File: src/rtl/imem_dmem_port_arbiter.sv
// Arbitrates one single-port synchronous memory between instruction fetch and data load/store.
// Data wins by default; a starvation counter forces a fetch grant after STARVE_LIMIT data grants.
module imem_dmem_port_arbiter #(
    parameter int ADDR_W       = 15,
    parameter int DATA_W       = 32,
    parameter int MEM_LAT      = 1,
    parameter int STARVE_LIMIT = 3
) (
    input  logic              clk,
    input  logic              reset,
    input  logic              if_req,
    input  logic [ADDR_W-1:0] if_addr,
    input  logic              if_flush,
    output logic              if_gnt,
    output logic              if_valid,
    output logic [DATA_W-1:0] if_rdata,
    input  logic              dm_req,
    input  logic              dm_we,
    input  logic [ADDR_W-1:0] dm_addr,
    input  logic [DATA_W-1:0] dm_wdata,
    output logic              dm_gnt,
    output logic              dm_valid,
    output logic [DATA_W-1:0] dm_rdata,
    output logic              mem_en,
    output logic              mem_we,
    output logic [ADDR_W-1:0] mem_addr,
    output logic [DATA_W-1:0] mem_wdata,
    input  logic [DATA_W-1:0] mem_rdata,
    output logic              busy
);

    localparam logic [2:0] LP_LAT    = 3'(MEM_LAT);
    localparam logic [3:0] LP_STARVE = 4'(STARVE_LIMIT);

    typedef enum logic [1:0] {IDLE, ACCESS, WAIT} state_t;

    state_t            r_state, w_state;
    logic              r_owner_dm, w_owner_dm;
    logic              r_drop, w_drop;
    logic [2:0]        r_cnt, w_cnt;
    logic [3:0]        r_starve, w_starve;
    logic              r_if_gnt, w_if_gnt;
    logic              r_dm_gnt, w_dm_gnt;
    logic              r_if_valid, w_if_valid;
    logic              r_dm_valid, w_dm_valid;
    logic [DATA_W-1:0] r_if_rdata, w_if_rdata;
    logic [DATA_W-1:0] r_dm_rdata, w_dm_rdata;
    logic              r_mem_en, w_mem_en;
    logic              r_mem_we, w_mem_we;
    logic [ADDR_W-1:0] r_mem_addr, w_mem_addr;
    logic [DATA_W-1:0] r_mem_wdata, w_mem_wdata;
    logic              w_pick_if;
    logic              w_flush_hit;

    // Fetch wins only when data is absent or data has used up its run.
    assign w_pick_if   = if_req && (!dm_req || (r_starve == LP_STARVE));
    assign w_flush_hit = !r_owner_dm && if_flush;

    always_ff @(posedge clk or negedge reset) begin
        if (!reset) begin
            r_state     <= IDLE;
            r_owner_dm  <= 1'b0;
            r_drop      <= 1'b0;
            r_cnt       <= '0;
            r_starve    <= '0;
            r_if_gnt    <= 1'b0;
            r_dm_gnt    <= 1'b0;
            r_if_valid  <= 1'b0;
            r_dm_valid  <= 1'b0;
            r_if_rdata  <= '0;
            r_dm_rdata  <= '0;
            r_mem_en    <= 1'b0;
            r_mem_we    <= 1'b0;
            r_mem_addr  <= '0;
            r_mem_wdata <= '0;
        end else begin
            r_state     <= w_state;
            r_owner_dm  <= w_owner_dm;
            r_drop      <= w_drop;
            r_cnt       <= w_cnt;
            r_starve    <= w_starve;
            r_if_gnt    <= w_if_gnt;
            r_dm_gnt    <= w_dm_gnt;
            r_if_valid  <= w_if_valid;
            r_dm_valid  <= w_dm_valid;
            r_if_rdata  <= w_if_rdata;
            r_dm_rdata  <= w_dm_rdata;
            r_mem_en    <= w_mem_en;
            r_mem_we    <= w_mem_we;
            r_mem_addr  <= w_mem_addr;
            r_mem_wdata <= w_mem_wdata;
        end
    end

    always_comb begin
        w_state     = r_state;
        w_owner_dm  = r_owner_dm;
        w_drop      = r_drop;
        w_cnt       = r_cnt;
        w_starve    = r_starve;
        w_if_gnt    = 1'b0;
        w_dm_gnt    = 1'b0;
        w_if_valid  = 1'b0;
        w_dm_valid  = 1'b0;
        w_if_rdata  = r_if_rdata;
        w_dm_rdata  = r_dm_rdata;
        w_mem_en    = r_mem_en;
        w_mem_we    = r_mem_we;
        w_mem_addr  = r_mem_addr;
        w_mem_wdata = r_mem_wdata;

        case (r_state)
            IDLE: begin
                w_drop = 1'b0;
                if (if_req || dm_req) begin
                    w_mem_en = 1'b1;
                    w_state  = ACCESS;
                    if (w_pick_if) begin
                        w_owner_dm  = 1'b0;
                        w_mem_we    = 1'b0;
                        w_mem_addr  = if_addr;
                        w_mem_wdata = '0;
                        w_if_gnt    = 1'b1;
                        w_starve    = '0;
                    end else begin
                        w_owner_dm  = 1'b1;
                        w_mem_we    = dm_we;
                        w_mem_addr  = dm_addr;
                        w_mem_wdata = dm_wdata;
                        w_dm_gnt    = 1'b1;
                        // A data grant over a waiting fetch can only happen below the limit.
                        if (if_req) begin
                            w_starve = r_starve + 4'd1;
                        end
                    end
                end
            end
            ACCESS: begin
                w_mem_en = 1'b0;
                w_mem_we = 1'b0;
                if (w_flush_hit) begin
                    w_drop = 1'b1;
                end
                if (r_mem_we) begin
                    w_dm_valid = 1'b1;
                    w_state    = IDLE;
                end else begin
                    w_cnt   = 3'd1;
                    w_state = WAIT;
                end
            end
            WAIT: begin
                if (r_cnt == LP_LAT) begin
                    w_state = IDLE;
                    if (r_owner_dm) begin
                        w_dm_rdata = mem_rdata;
                        w_dm_valid = 1'b1;
                    end else if (!(r_drop || if_flush)) begin
                        w_if_rdata = mem_rdata;
                        w_if_valid = 1'b1;
                    end
                end else begin
                    w_cnt = r_cnt + 3'd1;
                    if (w_flush_hit) begin
                        w_drop = 1'b1;
                    end
                end
            end
            default: w_state = IDLE;
        endcase
    end

    assign if_gnt    = r_if_gnt;
    assign dm_gnt    = r_dm_gnt;
    assign if_valid  = r_if_valid;
    assign dm_valid  = r_dm_valid;
    assign if_rdata  = r_if_rdata;
    assign dm_rdata  = r_dm_rdata;
    assign mem_en    = r_mem_en;
    assign mem_we    = r_mem_we;
    assign mem_addr  = r_mem_addr;
    assign mem_wdata = r_mem_wdata;
    assign busy      = (r_state != IDLE);

endmodule
File: config.mk
export PLATFORM = sky130hd
export DESIGN_NAME = imem_dmem_port_arbiter
export DESIGN_NICKNAME = d
export VERILOG_FILES = /design/src/rtl/imem_dmem_port_arbiter.sv
export SDC_FILE = /design/constraint.sdc
export NUM_CORES = 1
export LEC_CHECK = 0
export CORE_AREA = 5 5 122 124
export CTS_CLUSTER_SIZE = 25
export DETAILED_ROUTE_END_ITERATION = 10
export DIE_AREA = 0 0 127 129
export GPL_TIMING_DRIVEN = 1
export PLACE_DENSITY = 0.76
export SKIP_LAST_GASP = 1
export SLEW_MARGIN = 20
export SYNTH_ARGS = -nofsm -noshare
export SYNTH_HDL_FRONTEND = slang
export SYNTH_SLANG_ARGS = --single-unit
File: constraint.sdc
create_clock -name clk -period 2.09 [get_ports clk]
set_clock_uncertainty 0.05 [all_clocks]
set_input_delay 0.418 -clock clk [delete_from_list [all_inputs] [get_ports clk]]
set_output_delay 0.418 -clock clk [all_outputs]
set_load 0.05 [all_outputs]
==> results of run 1 <==
-- registers in the layout, indices dropped and copies added, names as in the netlist --
register and cells:
dm_gnt 1, dm_rdata 32, dm_valid 1, if_gnt 1, if_rdata 32, if_valid 1
mem_addr 15, mem_en 1, mem_wdata 32, mem_we 1, r_cnt 3, r_drop 1
r_owner_dm 1, r_starve 4, r_state 2
-- power breakdown --
part	switching [uW]	internal, uW
clock	1040	2180
sequential	691	3670
combinational	5730	3200
total	7460	9040
-- final cells by class --
class / instances / area [um2]
Clock inverter: 10 / 183
Multi-Input combinational cell: 226 / 1850
Inverter: 8 / 30.0
Clock buffer: 22 / 464
Fill cell: 1065 / 5220
Sequential cell: 128 / 3200
Timing Repair Buffer: 234 / 2490
Tap cell: 180 / 225
-- worst paths after layout --
path	to	slack (ns)	cells after the start
worst max-delay path	if_rdata[15]	0.02	1
worst min-delay path	dm_rdata[16]	0.37	2
worst max register to register	if_rdata[6]	0.09	6
worst min register to register	mem_wdata[17]	0.44	1
max in group asynchronous	mem_wdata[12]	0.98	3
min in group clk	mem_wdata[17]	0.44	1
-- through the flow --
stage	instance area, um2	instances	power [uW]
after floorplan	5190	383	10200
final	8440	808	16500
after global routing	8440	808	17300
after global placement	7680	775	13400
after detailed placement	7680	775	13600
after CTS	8310	808	16700
-- timing repair --
item / CTS / global route
resized for setup: 23 / 54
hold endpoints to repair: 14 / 0
setup endpoints to repair: 23 / 54
cloned: 0 / 0
buffers inserted: 0 / 0
hold buffers: 1 / 0
-- metal layers --
layer / part of all wire (%) / track usage (%) / vias up
met5: 0 / 0 / -
met2: 47 / 29.3 / 214
met3: 9.2 / 6.89 / 27
met4: 2.2 / 8.33 / 0
met1: 42 / 22.0 / 1961
li1: - / - / 1832
-- placed cells by master, fill, tap and decap left out, drive strengths merged, types with 11 or more instances in the layout --
master           n
a21oi           34
a22o            33
buf             20
clkbuf          22
clkdlybuf4s50  136
dfrtp          128
dlygate4sd2     23
dlymetal6s2s    54
mux2            64
nand2           25
nor2            24
o21ai           11
-- kinds of logic after synthesis --
group	after synthesis	share of synthesized area, %
buffers and inverters	29	2.99
flip-flops	128	61.7
AO/OA/AOI/OAI	89	11.7
multiplexers	65	16.2
adder cells (fa/ha/maj)	7	1.69
AND/OR/NAND/NOR	65	5.78
==> flow_summary.ini, run 1 <==
[outcome]
status = completed

[logic_synthesis]
synth_edf_count = 0
netlist_instances = 383
synth.distinct_cells = 37
async_flop_share_pct = 100
syn_avg_cell_area_um2 = 13.6
synth.area.top_cells = dfrtp_1, mux2_4, mux2_2, a22o_1, a21oi_1
synth_fp_nets = 490
synth_area_um2 = 5190
ys_seq_area_share_pct = 61.7
ys_ff_latch = 128
synth_flop_cell = dfrtp_1
synth.top_cell.area_share_pct = 61.7
ys_top_cells_by_count = dfrtp_1, mux2_2, a21oi_1
ys_warn_count = 0
yosysTopAreaCell = dfrtp_1
synth.most_common_cell = dfrtp_1

[cells_and_area]
nets = 722
post-route-util_pct = 61.8
drive_gt1_share_pct = 18.9
n_antenna_cell = 0
area_delta_synth_final_pct = 62.6

[worst_setup_path]
worstPathRequired_ns = 1.62
cp_num_buf_inv = 1
path_delay_family = buffers and inverters
cp_slowest_stage_delay_ns = 0.83
critPathArrivalTime_ns = 1.60
end_kind = output pin
r2r-start = r_state[0]
worstPathCellList = clkdlybuf4s50_1
path_class = flop to output pin
slowest_stage = clkdlybuf4s50_1
path_max_fanout = 2
worstSetupStartpointType = flop
startpoint = if_rdata[15]

[floorplanning]
die_w_um = 127
ios = 218
start_util_pct = 38.0
die_h_um = 129
num_rows = 43
dieArea_um2 = 16400
core_um2 = 13700

[sta]
period_needed_ns = 2.07
hold_viol = 0
tightest_slew_ns = 0.563
setup_violations = 0
finalSetupTns_ns = 0
fmax_mhz = 483
fin_ws_ns = 0.0204
hold_ws_ns = 0.365
finalCritPeriodShare_pct = 99.0
max_slew_margin_pct = 62.4
final-max-slew-violation-count = 0

[routing]
drt-vias-per-instance = 4.99
num_vias = 4034
drt_iter0_markers = 183
first_pass_iters = 4
drc = 0
ant_nets = 0
drt_wl_total_um = 14700
routedWlPerCell_um = 18.1

[placed_design]
dp_slack_ns = -0.00566
gp_congestion = 0.844
portBuffers = 217
hpwl_um = 10600

[worst_hold_path]
hp-class = input pin to async pin

[power]
ir_worst_vdd_uv = 929
powerDensity_nw_per_um2 = 1950
p_leak_uw = 0.00438

[grt]
grt_pass1_wl_um = 23200
grt_pass1_vias = 4325
grt_use_total_pct = 18.3
overflow = 0
grt_max_degree = 71
antenna_found_initial = 0

[cts]
worstSkewPairLatency_ns = 0.41
cts_tree = built
htreeDepth = 4
clock_sinks = 128
cts-root-buf = clkbuf_16
cts_made_buffers = 17
cts_buffer_depth = 2
clkTransAtPathRegs_ns = 0.05

[job]
maxCapViolCount = 0
Power figures use the tool's default switching activity.
==> inputs of run 2 (changes only) <==
--- a/config.mk
+++ b/config.mk
@@ -5,10 +5,11 @@
 export SDC_FILE = /design/constraint.sdc
 export NUM_CORES = 1
 export LEC_CHECK = 0
-export CORE_AREA = 5 5 122 124
+export ABC_AREA = 1
+export CORE_AREA = 5 5 124 126
 export CTS_CLUSTER_SIZE = 25
 export DETAILED_ROUTE_END_ITERATION = 10
-export DIE_AREA = 0 0 127 129
+export DIE_AREA = 0 0 129 131
 export GPL_TIMING_DRIVEN = 1
 export PLACE_DENSITY = 0.76
 export SKIP_LAST_GASP = 1
==> flow_summary.ini, run 2 <==
[routing]
num_vias = 4843
dr_wl_met2_um = 6820
dr_wl_met3_um = 1580
routedWlPerCell_um = 14.3
ant_nets = 0
drt_wl_total_um = 15100
met1_length_um = 6520
drt-vias-per-instance = 4.60
drt_iter0_markers = 261
top_layer = met4
drc = 0
first_pass_iters = 4

[cells_and_area]
final_common_cell = nand2_1
area_delta_synth_final_pct = 57.2
post-route-util_pct = 60.0
finalNonFillerCells = 1052
nets = 966
design_area_um2 = 8520
final_cell_mix = nand2_1, clkdlybuf4s50_1, dfrtp_1, inv_1, nand3_1
n_antenna_cell = 0
drive_gt1_share_pct = 6.80

[worst_setup_path]
cp_slowest_stage_delay_ns = 0.82
path_delay_family = buffers and inverters
slowest_stage = clkdlybuf4s50_1
worstPathRequired_ns = 1.62
worstSetupStartpointType = flop
critPathArrivalTime_ns = 1.57
end_kind = output pin
reg2reg_depth = 10
cp_num_buf_inv = 1
path_class = flop to output pin
worstPathCellList = clkdlybuf4s50_1
path_max_fanout = 2
crit_cells = 1

[logic_synthesis]
synth_edf_count = 0
synth.most_common_cell = nand2_1
syn_avg_cell_area_um2 = 8.53
ys_ff_latch = 128
synth_compound_area_share_pct = 4.80
async_flop_share_pct = 100
synthXorXnorAreaFrac_pct = 0.323
yosysTopAreaCell = dfrtp_1
synthAdderAreaFrac_pct = 1.61
synth_area_um2 = 5420
synth_fp_nets = 743
ys_warn_count = 0
synth_top_family_by_area = simple AND/OR/NAND/NOR gates
yosys.area_share.simple_pct = 25.4
synth_flop_cell = dfrtp_1
ys_top_cells_by_count = nand2_1, dfrtp_1, inv_1
ys_seq_area_share_pct = 59.1
synth.distinct_cells = 25
synth.top_cell.area_share_pct = 59.1
synth.area.top_cells = dfrtp_1, nand2_1, nand3_1, inv_1, o21ai_0
synth_mux_area_share_pct = 0
netlist_instances = 636

[floorplanning]
ios = 218
num_rows = 44
dieArea_um2 = 16900
die_h_um = 131
core_um2 = 14200
start_util_pct = 38.2
die_w_um = 129

[cts]
cts_tree = built
htreeDepth = 4
clock_sinks = 128
worstSkewPairLatency_ns = 0.40
cts-root-buf = clkbuf_16
cts_buffer_depth = 2
cts_made_buffers = 17
clkTransAtPathRegs_ns = 0.06

[sta]
period_needed_ns = 2.04
setup_violations = 0
tightest_slew_ns = 0.760
finalCritPeriodShare_pct = 97.6
final-max-slew-violation-count = 0
finalSetupTns_ns = 0
fmax_mhz = 490
hold_viol = 0
grt_setup_unrepaired = true
max_slew_margin_pct = 49.3
fin_ws_ns = 0.0496

[worst_hold_path]
hold_depth = 2
hp-class = flop to flop

[job]
maxCapViolCount = 0

[grt]
antenna_found_initial = 0
grt_pass1_vias = 4779
overflow = 0
grt_max_degree = 66
grt_pass1_wl_um = 24200
grt_use_total_pct = 18.2

[placed_design]
dp.cells = 1021
portBuffers = 217
hpwl_um = 10700
gp_congestion = 0.806
place_area_um2 = 7820
dp_slack_ns = 0.0614

[outcome]
status = completed

[power]
powerDensity_nw_per_um2 = 1880
ir_worst_vdd_uv = 817
p_leak_uw = 0.00473
run 2: changes by cell type after synthesis, moves of 32 or more:
cell | before | now
nand2_1 | 25 | 259
inv_1 | 7 | 77
nand3_1 | 7 | 66
mux2_2 | 35 | 0
a21oi_1 | 34 | 1
a22o_1 | 33 | 0
o21ai_0 | 10 | 42
run 2: timing repair:
action | in CTS | in global routing
hold endpoints to repair | 37 | 0
endpoints found under the setup margin | 5 | 48
buffers inserted | 0 | 2
hold buffers | 1 | 0
gates resized for setup | 5 | 47
cloned | 0 | 0
run 2: logic make-up (layout without fill, tap and decap cells):
logic type      count (synthesis)  count (layout)
compound gates                 48              48
xor+xnor                        2               2
fa+ha+maj                       7               7
buf+inv                       111             343
flops                         128             128
simple gates                  340             340
run 2: cell type report:
type	instances	area [um2]
clock buffers	21	460
clock inverters	7	113
fillers	1227	5680
inverters	81	304
multi-input cells	397	1750
flip-flops and latches	128	3200
well taps	184	230
repair buffers	234	2460
run 2: metal layers:
layer	up-vias	GRT usage, %
li1	2392	-
met1	2239	22.8
met2	200	28.3
met3	12	8.05
met4	0	5.68
met5	-	0
run 2: report_power, final:
group | leakage [uW] | total (uW) | internal (uW) | switching, uW
clock network | 0.000281 | 2900 | 1900 | 1000
logic | 0.00288 | 8780 | 2740 | 6040
registers | 0.00158 | 4320 | 3660 | 667
run 2: worst reg2reg max path, cell delays in order, from the launching register on:
cell,delay (ns)
dfrtp_1,0.41
inv_1,0.09
ha_1,0.24
inv_1,0.11
a21oi_4,0.15
buf_4,0.19
nand2_1,0.09
inv_2,0.08
buf_12,0.17
nand2_1,0.11
nand2_1,0.07
run 2: final timing paths:
check | start | slack, ns | end
worst max-delay path | dm_rdata[26] | 0.05 | dm_rdata[26]
worst min-delay path | dm_rdata[25] | 0.41 | dm_rdata[25]
worst max register to register | r_state[1] | 0.25 | mem_wdata[29]
worst min register to register | dm_rdata[25] | 0.41 | dm_rdata[25]
max in group asynchronous | reset | 0.97 | mem_wdata[11]
min in group asynchronous | reset | 0.45 | if_rdata[6]
run 2: through the flow:
step           power [uW]  hold WS, ns
2_1_floorplan       10000       0.0724
3_3_place_gp        13100        0.304
3_5_place_dp        13300        0.301
4_1_cts             16200        0.422
5_1_grt             16900        0.440
6_report            16000        0.414
